===== src/rtl/stream_pkg.sv =====
// stream_pkg: shared StreamBus data type and width
package stream_pkg;
   typedef logic [7:0] byte_t;
   localparam int BYTE_W = 8;
endpackage


===== src/rtl/stream_fifo_if.sv =====
// stream_fifo_if: StreamBus valid/ready byte handshake
interface stream_fifo_if;
   import stream_pkg::*;
   logic  valid;
   byte_t data;
   logic  ready;
   modport master(output valid, output data, input ready);
   modport slave(input valid, input data, output ready);
endinterface


===== src/rtl/stream_fifo_ptr.sv =====
// fifo_ptr: LW-bit wrap-around pointer with increment enable
module fifo_ptr #(
   parameter int LW = 5
) (
   input  logic          clk,
   input  logic          rst,
   input  logic          inc,
   output logic [LW-1:0] ptr
);
   // advance by one per enabled cycle, wrapping naturally at 2^LW
   always_ff @(posedge clk or posedge rst)
      if (rst) ptr <= '0;
      else if (inc) ptr <= ptr + LW'(1);
endmodule


===== src/rtl/stream_fifo.sv =====
// stream_fifo: first-word-fall-through byte FIFO with sticky overrun flag
module stream_fifo
   import stream_pkg::*;
#(
   parameter int DEPTH = 16,
   parameter int LW    = $clog2(DEPTH) + 1
) (
   input  logic                clk,
   input  logic                rst,
   stream_fifo_if.slave        bus_in,
   stream_fifo_if.master       bus_out,
   output logic [LW-1:0]       level,
   output logic                overrun,
   input  logic                overrun_clr
);
   localparam int AW = LW - 1;
   byte_t         mem [DEPTH];
   logic [LW-1:0] wr_ptr, rd_ptr;
   logic          empty, full, push, pop;
   assign empty         = wr_ptr == rd_ptr;
   assign full          = (wr_ptr[AW-1:0] == rd_ptr[AW-1:0]) && (wr_ptr[AW] != rd_ptr[AW]);
   assign level         = wr_ptr - rd_ptr;
   assign bus_in.ready  = !full;
   assign bus_out.valid = !empty;
   assign bus_out.data  = mem[rd_ptr[AW-1:0]];
   assign push          = bus_in.valid && !full;
   assign pop           = bus_out.ready && !empty;
   fifo_ptr #(.LW(LW)) u_wr (.clk(clk), .rst(rst), .inc(push), .ptr(wr_ptr));
   fifo_ptr #(.LW(LW)) u_rd (.clk(clk), .rst(rst), .inc(pop), .ptr(rd_ptr));
   // storage is deliberately not reset; empty pointers hide stale bytes
   always_ff @(posedge clk)
      if (push) mem[wr_ptr[AW-1:0]] <= bus_in.data;
   // sticky overrun: a dropped byte beats a same-cycle clear
   always_ff @(posedge clk or posedge rst)
      if (rst) overrun <= 1'b0;
      else if (bus_in.valid && full) overrun <= 1'b1;
      else if (overrun_clr) overrun <= 1'b0;
endmodule

===== src/flat_wrapper.sv =====
// flat-port wrapper written by rule: the top's interface ports become plain ports
module stream_fifo_flat import stream_pkg::*;
#(
   parameter int DEPTH = 16,
   parameter int LW    = $clog2(DEPTH) + 1
)
  (clk, rst, level, overrun, overrun_clr, bus_in_valid, bus_in_data, bus_in_ready, bus_out_valid, bus_out_data, bus_out_ready);
  stream_fifo_if bus_in_i ();
  stream_fifo_if bus_out_i ();
  input  logic clk;
  input  logic rst;
  output logic [LW-1:0] level;
  output logic overrun;
  input  logic overrun_clr;
  input wire logic [$bits(bus_in_i.valid)-1:0] bus_in_valid;
  input wire logic [$bits(bus_in_i.data)-1:0] bus_in_data;
  output wire logic [$bits(bus_in_i.ready)-1:0] bus_in_ready;
  output wire logic [$bits(bus_out_i.valid)-1:0] bus_out_valid;
  output wire logic [$bits(bus_out_i.data)-1:0] bus_out_data;
  input wire logic [$bits(bus_out_i.ready)-1:0] bus_out_ready;
  assign bus_in_i.valid = bus_in_valid;
  assign bus_in_i.data = bus_in_data;
  assign bus_in_ready = bus_in_i.ready;
  assign bus_out_valid = bus_out_i.valid;
  assign bus_out_data = bus_out_i.data;
  assign bus_out_i.ready = bus_out_ready;
  stream_fifo #(.DEPTH(DEPTH), .LW(LW)) u_core (.clk(clk), .rst(rst), .bus_in(bus_in_i), .bus_out(bus_out_i), .level(level), .overrun(overrun), .overrun_clr(overrun_clr));
endmodule

===== config.mk =====
export PLATFORM = sky130hd
export DESIGN_NAME = stream_fifo_flat
export DESIGN_NICKNAME = d
export VERILOG_FILES = /design/src/rtl/stream_pkg.sv /design/src/rtl/stream_fifo_if.sv /design/src/rtl/stream_fifo_ptr.sv /design/src/rtl/stream_fifo.sv /design/src/flat_wrapper.sv
export SDC_FILE = /design/constraint.sdc
export NUM_CORES = 1
export LEC_CHECK = 0
export BUFFER_PORTS_ARGS = -buffer_cell sky130_fd_sc_hd__buf_2
export CORE_UTILIZATION = 35
export CTS_CLUSTER_DIAMETER = 120
export DETAILED_ROUTE_END_ITERATION = 8
export PLACE_DENSITY = 0.48
export SYNTH_ARGS = -nofsm -noshare
export SYNTH_HDL_FRONTEND = slang
export SYNTH_HIERARCHICAL = 1
export SYNTH_SLANG_ARGS = --single-unit

===== constraint.sdc =====
create_clock -name clk -period 7.6 [get_ports clk]
set_input_delay 0.38 -clock clk [delete_from_list [all_inputs] [get_ports clk]]
set_output_delay 0.38 -clock clk [all_outputs]
set_load 0.01 [all_outputs]

==> results of run 1 <==
==> final cells by class <==
| class | count | area, sq um | area share, % |
|---|---|---|---|
| timing repair buffer | 31 | 165 | 2.54 |
| multi-input combinational | 120 | 1350 | 20.7 |
| clock inverter | 9 | 123 | 1.89 |
| inverter | 11 | 41.3 | 0.635 |
| clock buffer | 22 | 444 | 6.83 |
| tap | 211 | 264 | 4.06 |
| sequential | 139 | 4120 | 63.4 |
==> sequential cells by signal (all words and copies together) (netlist names) <==
name and flops:
u_core/u_wr/ptr 5, u_core/mem 128, u_core/overrun 1, u_core/u_rd/ptr 5
==> kinds of logic (layout without fill, tap and decap cells) <==
group	count (synthesis)	in the layout	share of synthesized area (%)
flops	139	139	73.9
simple gates	46	46	3.95
mux	34	34	13.9
compound gates	21	21	2.72
buf+inv	20	73	1.91
xor+xnor	12	12	1.89
fa+ha+maj	7	7	1.71
==> power breakdown <==
group | switching, mW | internal [mW]
combinational | 0.471 | 0.364
clock | 0.283 | 0.510
sequential | 0.0644 | 0.938
==> worst max-delay path, stage by stage, from the launching register on <==
cell and delay [ns]:
dfrtp_1 0.32, buf_4 0.44, inv_1 0.16, ha_1 0.32
and4_1 0.21, nand2b_1 0.23, nand4_1 0.24, nor3_1 1.00
==> timing repair <==
| action | CTS | global route |
|---|---|---|
| hold endpoints to repair | 11 | 0 |
| setup endpoints to repair | 0 | 0 |
| hold buffers | 1 | 0 |
==> stage by stage <==
step	area, sq um	hold slack [ns]	std cells
floorplan	5570	0.109	279
global placement	5930	0.252	511
detailed placement	5930	0.252	511
CTS	6500	0.148	543
global route	6500	0.165	543
finish	6500	0.166	543
==> placed cells by master, fill, tap and decap left out, drive strengths merged, types with 3 or more instances in the layout <==
cell | synthesis | final
bufinv | 0 | 3
xnor2 | 9 | 9
nand4 | 6 | 6
dfrtp | 11 | 11
clkbuf | 2 | 22
nor2 | 16 | 16
nand2 | 12 | 12
nor3 | 4 | 4
inv | 11 | 11
a22oi | 16 | 16
edfxtp | 128 | 128
nand2b | 3 | 3
buf | 7 | 30
clkinv | 0 | 6
xor2 | 3 | 3
mux4 | 32 | 32
ha | 6 | 6
==> worst min path at each step <==
stage	slack (ns)	cells past startpoint	endpoint	start
floorplan	0.11	1	u_core/overrun	rst
global placement	0.25	2	u_core/overrun	rst
detailed placement	0.25	2	u_core/overrun	rst
CTS	0.15	2	u_core/overrun	overrun_clr
global route	0.16	2	u_core/overrun	overrun_clr
finish	0.17	2	u_core/overrun	overrun_clr
==> layer usage <==
| metal | global-route usage, % | vias up |
|---|---|---|
| met4 | 6.78 | 0 |
| met2 | 23.5 | 65 |
| li1 | - | 1222 |
| met5 | 0 | - |
| met3 | 3.84 | 16 |
| met1 | 22.9 | 1475 |
==> flow_summary.ini, run 1 <==
[status]
status = finished clean

[global_route]
grt_overflow = 0
grt_usage_pct = 16.0
antenna_found_initial = 0
grt_pass1_wl_microns = 17900
grt_pass1_vias = 2826
grt_max_degree = 37

[pwr]
leakage_nw = 2.21
power.density_mw_per_mm2 = 405
power_mw = 2.63
peakVddDrop_mv = 0.214

[synthesis]
synth.avg_cell_area_sq_um = 20.0
synth_area_sq_mm = 0.00557
ys_warn_count = 6
async_reset_ff_share_pct = 7.91
synth_most_common_cell = edfxtp_1
yosysUniqueCellTypes = 27
synth_top_flop_cell = edfxtp_1
synth_edf_count = 128
syn_nets = 299
syn_inst = 279
netlist.area_leader.share_pct = 69.0
ys_seq_elements = 139
synthTopCellsByArea = edfxtp_1 69%, mux4_2 9.7%, dfrtp_1 4.9%
synth_common_cells = 128 x edfxtp_1, 24 x mux4_2, 16 x a22oi_1, 16 x nor2_1, 12 x nand2_1
synth_largest_area_cell = edfxtp_1
ys_seq_area_share_pct = 73.9

[floorplan]
start_util_pct = 36.2
dieArea_sq_mm = 0.0164
ioPinCount = 29
fp-row-count = 45
core_area_sq_mm = 0.0154
die_w_microns = 128
die_y_microns = 128

[finish]
drive_above_1_share_pct = 24.7
antenna_cells = 0
nFillCells = 1350
area_growth_pct = 16.7
final_core_util_pct = 42.3
fin_nets = 340

[placed_design]
portBuffers = 28
place_congestion = 0.750
preCtsSetupSlack_ns = 4.21
dp_hpwl_microns = 7680

[clock_tree]
cts.clk_slew.worst_paths_ns = 0.05
ctsResizeCount = 0
cts_tree = yes
cts_buffers = 17
cts-root-buf = clkbuf_16
clockBufferDepth = 2
insertion_delay_ns = 0.41
ctsHtreeMaxLevel = 4
clkSinkCount = 139
cts_setup_buffers = 0

[setup_path]
crit_required_ns = 7.62
r2r-end = u_core/mem[2][6]
crit_end = u_core/mem[2][6]
worst-path-max-fanout = 36
cp.arrival_ns = 3.33
r2r-start = u_core/u_rd/ptr[1]
path_class = register to register
r2r_slack_ns = 4.29
start_kind = register
crit_start = u_core/u_rd/ptr[1]
reg2regPathDepth = 7
endpoint_kind = register

[route]
num_vias = 2778
top_layer_used = met4
wl_met1_microns = 5740
drtAntennaViolNets = 0
drt-pass1-iter-count = 5
met3_length_microns = 428
wl_per_cell_microns = 21.7
wirelength_microns = 11800
drc = 0
wl_met2_microns = 5420
routed_via_density = 5.12
first_iter_violations = 210

[sta]
rsz0062_at_grt = no
slew_violations = 0
fmax_mhz = 303
fin_ws_ns = 4.29
worstMarginPinSlew_ns = 1.24
hold_viol = 0
period_minus_slack_ns = 3.31
relSlewSlack_pct = 16.5
clock_skew_ns = 0.00437
tns_ns = 0
setup_viol_count_final = 0
timing.final.crit_share_pct = 43.5

[job]
drv_cap = 0

[min_path]
hp-class = input port to register
No activity file was read; power rests on OpenSTA's default activity.
==> run 2, diff against run 1 <==
--- a/config.mk
+++ b/config.mk
@@ -5,11 +5,12 @@
 export SDC_FILE = /design/constraint.sdc
 export NUM_CORES = 1
 export LEC_CHECK = 0
+export ABC_AREA = 1
 export BUFFER_PORTS_ARGS = -buffer_cell sky130_fd_sc_hd__buf_2
 export CORE_UTILIZATION = 35
 export CTS_CLUSTER_DIAMETER = 120
 export DETAILED_ROUTE_END_ITERATION = 8
-export PLACE_DENSITY = 0.48
+export PLACE_DENSITY = 0.49
 export SYNTH_ARGS = -nofsm -noshare
 export SYNTH_HDL_FRONTEND = slang
 export SYNTH_HIERARCHICAL = 1
==> constraint.sdc (replaced) <==
create_clock -name clk -period 2.9 [get_ports clk]
set_input_delay 0.145 -clock clk [delete_from_list [all_inputs] [get_ports clk]]
set_output_delay 0.145 -clock clk [all_outputs]
set_load 0.01 [all_outputs]
==> flow_summary.ini, run 2 <==
[clock_tree]
cts_tree = yes
cts.clk_slew.worst_paths_ns = 0.06
clkSinkCount = 139
ctsHtreeMaxLevel = 4
ctsResizeCount = 0
cts_buffers = 17
ctsHoldBuffers = 2
cts-root-buf = clkbuf_16
insertion_delay_ns = 0.42
clockBufferDepth = 2
cts_setup_buffers = 0

[route]
met3_length_microns = 683
drt-pass1-iter-count = 7
first_iter_violations = 490
wirelength_microns = 15600
wl_per_cell_microns = 17.2
top_layer_used = met4
drc = 0
routed_via_density = 4.73
num_vias = 4269
wl_met1_microns = 7240
wl_met2_microns = 7250
drtAntennaViolNets = 0

[floorplan]
die_w_microns = 136
dieArea_sq_mm = 0.0186
ioPinCount = 29
start_util_pct = 36.2
core_area_sq_mm = 0.0175
die_y_microns = 136
fp-row-count = 48

[placed_design]
place_congestion = 0.812
dp_hpwl_microns = 9970
portBuffers = 28

[status]
status = finished clean

[sta]
hold_viol = 0
period_minus_slack_ns = 2.62
tns_ns = 0
worstMarginPinSlew_ns = 0.698
relSlewSlack_pct = 53.3
clock_skew_ns = 0.00579
fmax_mhz = 382
slew_violations = 0
timing.final.crit_share_pct = 90.3
holdWs_ns = 0.0803
rsz0062_at_grt = no
setup_viol_count_final = 0

[finish]
mostFrequentLayoutCells = 187 x nand2_1, 128 x edfxtp_1, 114 x inv_1, 98 x nand3_1, 28 x buf_2
drive_above_1_share_pct = 12.4
largest_register_ff_count = 128
final_common_cell = nand2_1
area_growth_pct = 15.7
antenna_cells = 0
fin_nets = 685

[global_route]
grt_max_degree = 65
antenna_found_initial = 0
grt_overflow = 0
grt_pass1_wl_microns = 23800
grt_pass1_vias = 4179
grt_usage_pct = 18.3

[synthesis]
synth.avg_cell_area_sq_um = 10.1
synth_common_cells = 187 x nand2_1, 128 x edfxtp_1, 114 x inv_1, 98 x nand3_1, 24 x nor2_1
yosysUniqueCellTypes = 26
ys_warn_count = 6
synth_area_sq_mm = 0.00632
ys_seq_area_share_pct = 65.1
synth_edf_count = 128
netlist.area_leader.share_pct = 60.8
syn_inst = 625
synth_top_flop_cell = edfxtp_1
synthTopCellsByArea = edfxtp_1 61%, nand2_1 11%, nand3_1 7.8%
ys_seq_elements = 139
async_reset_ff_share_pct = 7.91
synth_largest_area_cell = edfxtp_1
synth_most_common_cell = nand2_1
syn_nets = 645

[setup_path]
slowest_stage = nor2_1
cpLargestDelayFamily = simple AND/OR/NAND/NOR gates
crit_required_ns = 2.95
start_kind = register
endpoint_kind = register
crit_top_cell = inv_1
path_class = register to register
cp_cell_sequence = inv_1, ha_1, inv_1, nor2_4, nand2_2, nand4_1, nor2_1
critPathMaxStageDelay_ns = 0.66
r2r_slack_ns = 0.28
cp.arrival_ns = 2.67
worst-path-max-fanout = 8
crit_buf_inv = 2

[pwr]
power.internal_mw = 4.80
p_comb_share_pct = 37.8
netSwitchingPower_mw = 2.89
power.density_mw_per_mm2 = 1050
leakage_nw = 3.20
peakVddDrop_mv = 1.14
pwr-share-clk_pct = 28.3
power_frac_seq_pct = 33.9
swShare_pct = 37.5

[job]
drv_cap = 0

[min_path]
hp-class = input port to register
==> run 2: cell families after synthesis <==
family,after synthesis,synth area share (%)
simple gates,320,21.7
buf+inv,142,9.71
flops,139,65.1
compound gates,9,0.772
xor+xnor,8,1.23
fa+ha+maj,7,1.50
==> run 2: layer usage <==
metal | vias to the layer above | track usage, %
li1 | 2092 | -
met1 | 2036 | 24.1
met3 | 27 | 3.95
met5 | - | 0
met2 | 114 | 28.7
met4 | 0 | 8.77
==> run 2: final timing paths <==
| check | startpoint | to | cells past startpoint |
|---|---|---|---|
| max in group asynchronous | rst | u_core/u_rd/ptr[0] | 3 |
| setup reg to reg | u_core/u_wr/ptr[0] | u_core/mem[9][6] | 7 |
| min in group asynchronous | rst | u_core/overrun | 3 |
| setup / recovery | u_core/u_wr/ptr[0] | u_core/mem[9][6] | 7 |
| hold / removal | bus_in_valid | u_core/overrun | 3 |
| hold reg to reg | u_core/overrun | u_core/overrun | 2 |
==> run 2: power by group through the flow <==
stage / logic, mW / registers [mW] / clock network, mW
2_1_floorplan: 2.02 / 2.61 / 0
5_1_grt: 3.22 / 2.64 / 2.29
3_5_place_dp: 2.90 / 2.65 / 0
3_3_place_gp: 2.89 / 2.64 / 0
6_report: 2.91 / 2.61 / 2.18
4_1_cts: 2.92 / 2.61 / 2.21
==> run 2: cell type report <==
cell class | instances | area, sq um
Clock inverter | 9 | 120
Tap cell | 225 | 282
Multi-Input combinational cell | 344 | 1590
Timing Repair Buffer | 45 | 285
Inverter | 118 | 443
Clock buffer | 23 | 478
Fill cell | 1684 | 10200
Sequential cell | 139 | 4120
==> run 2: tightest hold or removal path: stages <==
cell	delay (ns)
buf_2	0.14
inv_1	0.09
o22ai_1	0.08
==> run 2: per-stage QoR <==
stage | setup slack [ns] | util [%] | instance area (sq um) | power (mW) | std cells
floorplan | 0.554 | - | 6320 | 4.62 | 625
global placement | 0.507 | 38.3 | 6700 | 5.53 | 869
detailed placement | 0.362 | 38.3 | 6700 | 5.54 | 869
CTS | 0.333 | 41.9 | 7320 | 7.74 | 903
global route | 0.207 | 41.9 | 7320 | 8.14 | 903
finish | 0.280 | 41.9 | 7320 | 7.69 | 903
==> run 3, diff against run 2 <==
--- a/config.mk
+++ b/config.mk
@@ -6,8 +6,9 @@
 export NUM_CORES = 1
 export LEC_CHECK = 0
 export ABC_AREA = 1
-export BUFFER_PORTS_ARGS = -buffer_cell sky130_fd_sc_hd__buf_2
+export BUFFER_PORTS_ARGS = -buffer_cell sky130_fd_sc_hd__buf_4
 export CORE_UTILIZATION = 35
+export CTS_BUF_LIST = sky130_fd_sc_hd__clkbuf_8
 export CTS_CLUSTER_DIAMETER = 120
 export DETAILED_ROUTE_END_ITERATION = 8
 export PLACE_DENSITY = 0.49
==> flow_summary.ini, run 3 (synthesis results as in run 2) <==
[status]
status = finished clean

[global_route]
grt_overflow = 0
grt_pass1_vias = 4328
grt_usage_pct = 18.8
grt_pass1_wl_microns = 24600
grt_max_degree = 60
antenna_found_initial = 0

[setup_path]
crit_top_cell = inv_1
path_class = register to register
slowest_stage = nor2_1
crit_cells = 7
r2r-start = u_core/u_wr/ptr[0]
crit_required_ns = 2.98
r2r_slack_ns = 0.34
critPathMaxStageDelay_ns = 0.65
crit_buf_inv = 2
cp.arrival_ns = 2.64
start_kind = register
worst-path-max-fanout = 8
endpoint_kind = register
reg2regPathDepth = 7
cpLargestDelayFamily = simple AND/OR/NAND/NOR gates
cp_cell_sequence = inv_1, ha_1, inv_1, nor2_4, nand2_2, nand4_1, nor2_1
r2r-end = u_core/mem[9][2]

[clock_tree]
ctsHtreeMaxLevel = 4
clockBufferDepth = 2
cts_tree = yes
cts_buffers = 17
ctsResizeCount = 0
insertion_delay_ns = 0.45
cts.clk_slew.worst_paths_ns = 0.07
cts_setup_buffers = 0
clkSinkCount = 139
cts-root-buf = clkbuf_8

[sta]
tns_ns = 0
clock_skew_ns = 0.0102
worstMarginPinSlew_ns = 0.704
rsz0062_at_grt = no
fmax_mhz = 391
holdWs_ns = 0.0366
timing.final.crit_share_pct = 88.2
setup_viol_count_final = 0
fin_ws_ns = 0.341
period_minus_slack_ns = 2.56
hold_viol = 0
slew_violations = 0
relSlewSlack_pct = 52.9

[finish]
largest_register_ff_count = 128
final_common_cell = nand2_1
area_growth_pct = 14.2
final_core_util_pct = 41.3
mostFrequentLayoutCells = 187 x nand2_1, 128 x edfxtp_1, 115 x inv_1, 98 x nand3_1, 44 x buf_4
nFillCells = 1700
multi_input_area_sq_mm = 0.00159
antenna_cells = 0
ff_latch_area_sq_mm = 0.00412
finalNonFillerCells = 904
fin_nets = 686
drive_above_1_share_pct = 12.7

[placed_design]
placed_cells = 870
place_congestion = 0.840
preCtsSetupSlack_ns = 0.392
portBuffers = 28
dp_hpwl_microns = 10400

[floorplan]
fp-row-count = 48
dieArea_sq_mm = 0.0186
start_util_pct = 36.2
die_y_microns = 136
ioPinCount = 29
die_w_microns = 136
core_area_sq_mm = 0.0175

[route]
drt-pass1-iter-count = 6
wirelength_microns = 16000
first_iter_violations = 360
routed_via_density = 4.81
drc = 0
drtAntennaViolNets = 0
num_vias = 4352
wl_per_cell_microns = 17.7

[pwr]
leakage_nw = 3.15
power.density_mw_per_mm2 = 1020
peakVddDrop_mv = 1.24

[min_path]
min_path_cells = 3
hp-class = input port to register
min_from = bus_in_valid
hold_end = u_core/overrun

[job]
drv_cap = 0
[run 3: layout make-up]
class                   instances  area share (%)
clock inverters                15            2.84
repair buffers                 46            4.85
multi-input cells             344            22.0
flip-flops and latches        139            57.0
clock buffers                  17            3.24
well taps                     225            3.90
inverters                     118            6.13
[run 3: report_power, final]
group / switching (mW) / internal (mW)
Clock: 0.739 / 1.01
Sequential: 0.152 / 2.45
Combinational: 1.99 / 1.07
[run 3: per-stage QoR]
stage / power (mW) / area (sq um)
6_report: 7.40 / 7230
5_1_grt: 7.89 / 7230
4_1_cts: 7.46 / 7230
3_5_place_dp: 5.71 / 6770
3_3_place_gp: 5.69 / 6770
2_1_floorplan: 4.62 / 6320
[run 3: worst max-delay path by stage]
stage	endpoint	slack (ns)	from
finish	u_core/mem[9][2]	0.34	u_core/u_wr/ptr[0]
CTS	u_core/mem[13][6]	0.37	u_core/u_wr/ptr[0]
global placement	u_core/mem[13][1]	0.47	u_core/u_wr/ptr[0]
floorplan	u_core/mem[3][0]	0.55	u_core/u_rd/ptr[2]
global route	u_core/mem[9][0]	0.22	u_core/u_wr/ptr[0]
detailed placement	u_core/mem[13][2]	0.39	u_core/u_wr/ptr[0]
[run 3: what timing repair did]
| item | CTS | global route |
|---|---|---|
| endpoints found under the setup margin | 0 | 0 |
| hold buffers | 2 | 0 |
| endpoints found under the hold margin | 12 | 0 |
[run 3: per-layer routing]
metal  track usage, %  wire [microns]
met4             7.47             367
met2             29.5            7460
met3             3.43            1010
met1             25.8            7170
met5                0               0
[run 3: tightest hold or removal path, delay by kind of cell]
family                 cells  cell delay [ns]
AOI/OAI and AO/OA          1             0.08
buffers and inverters      2             0.21
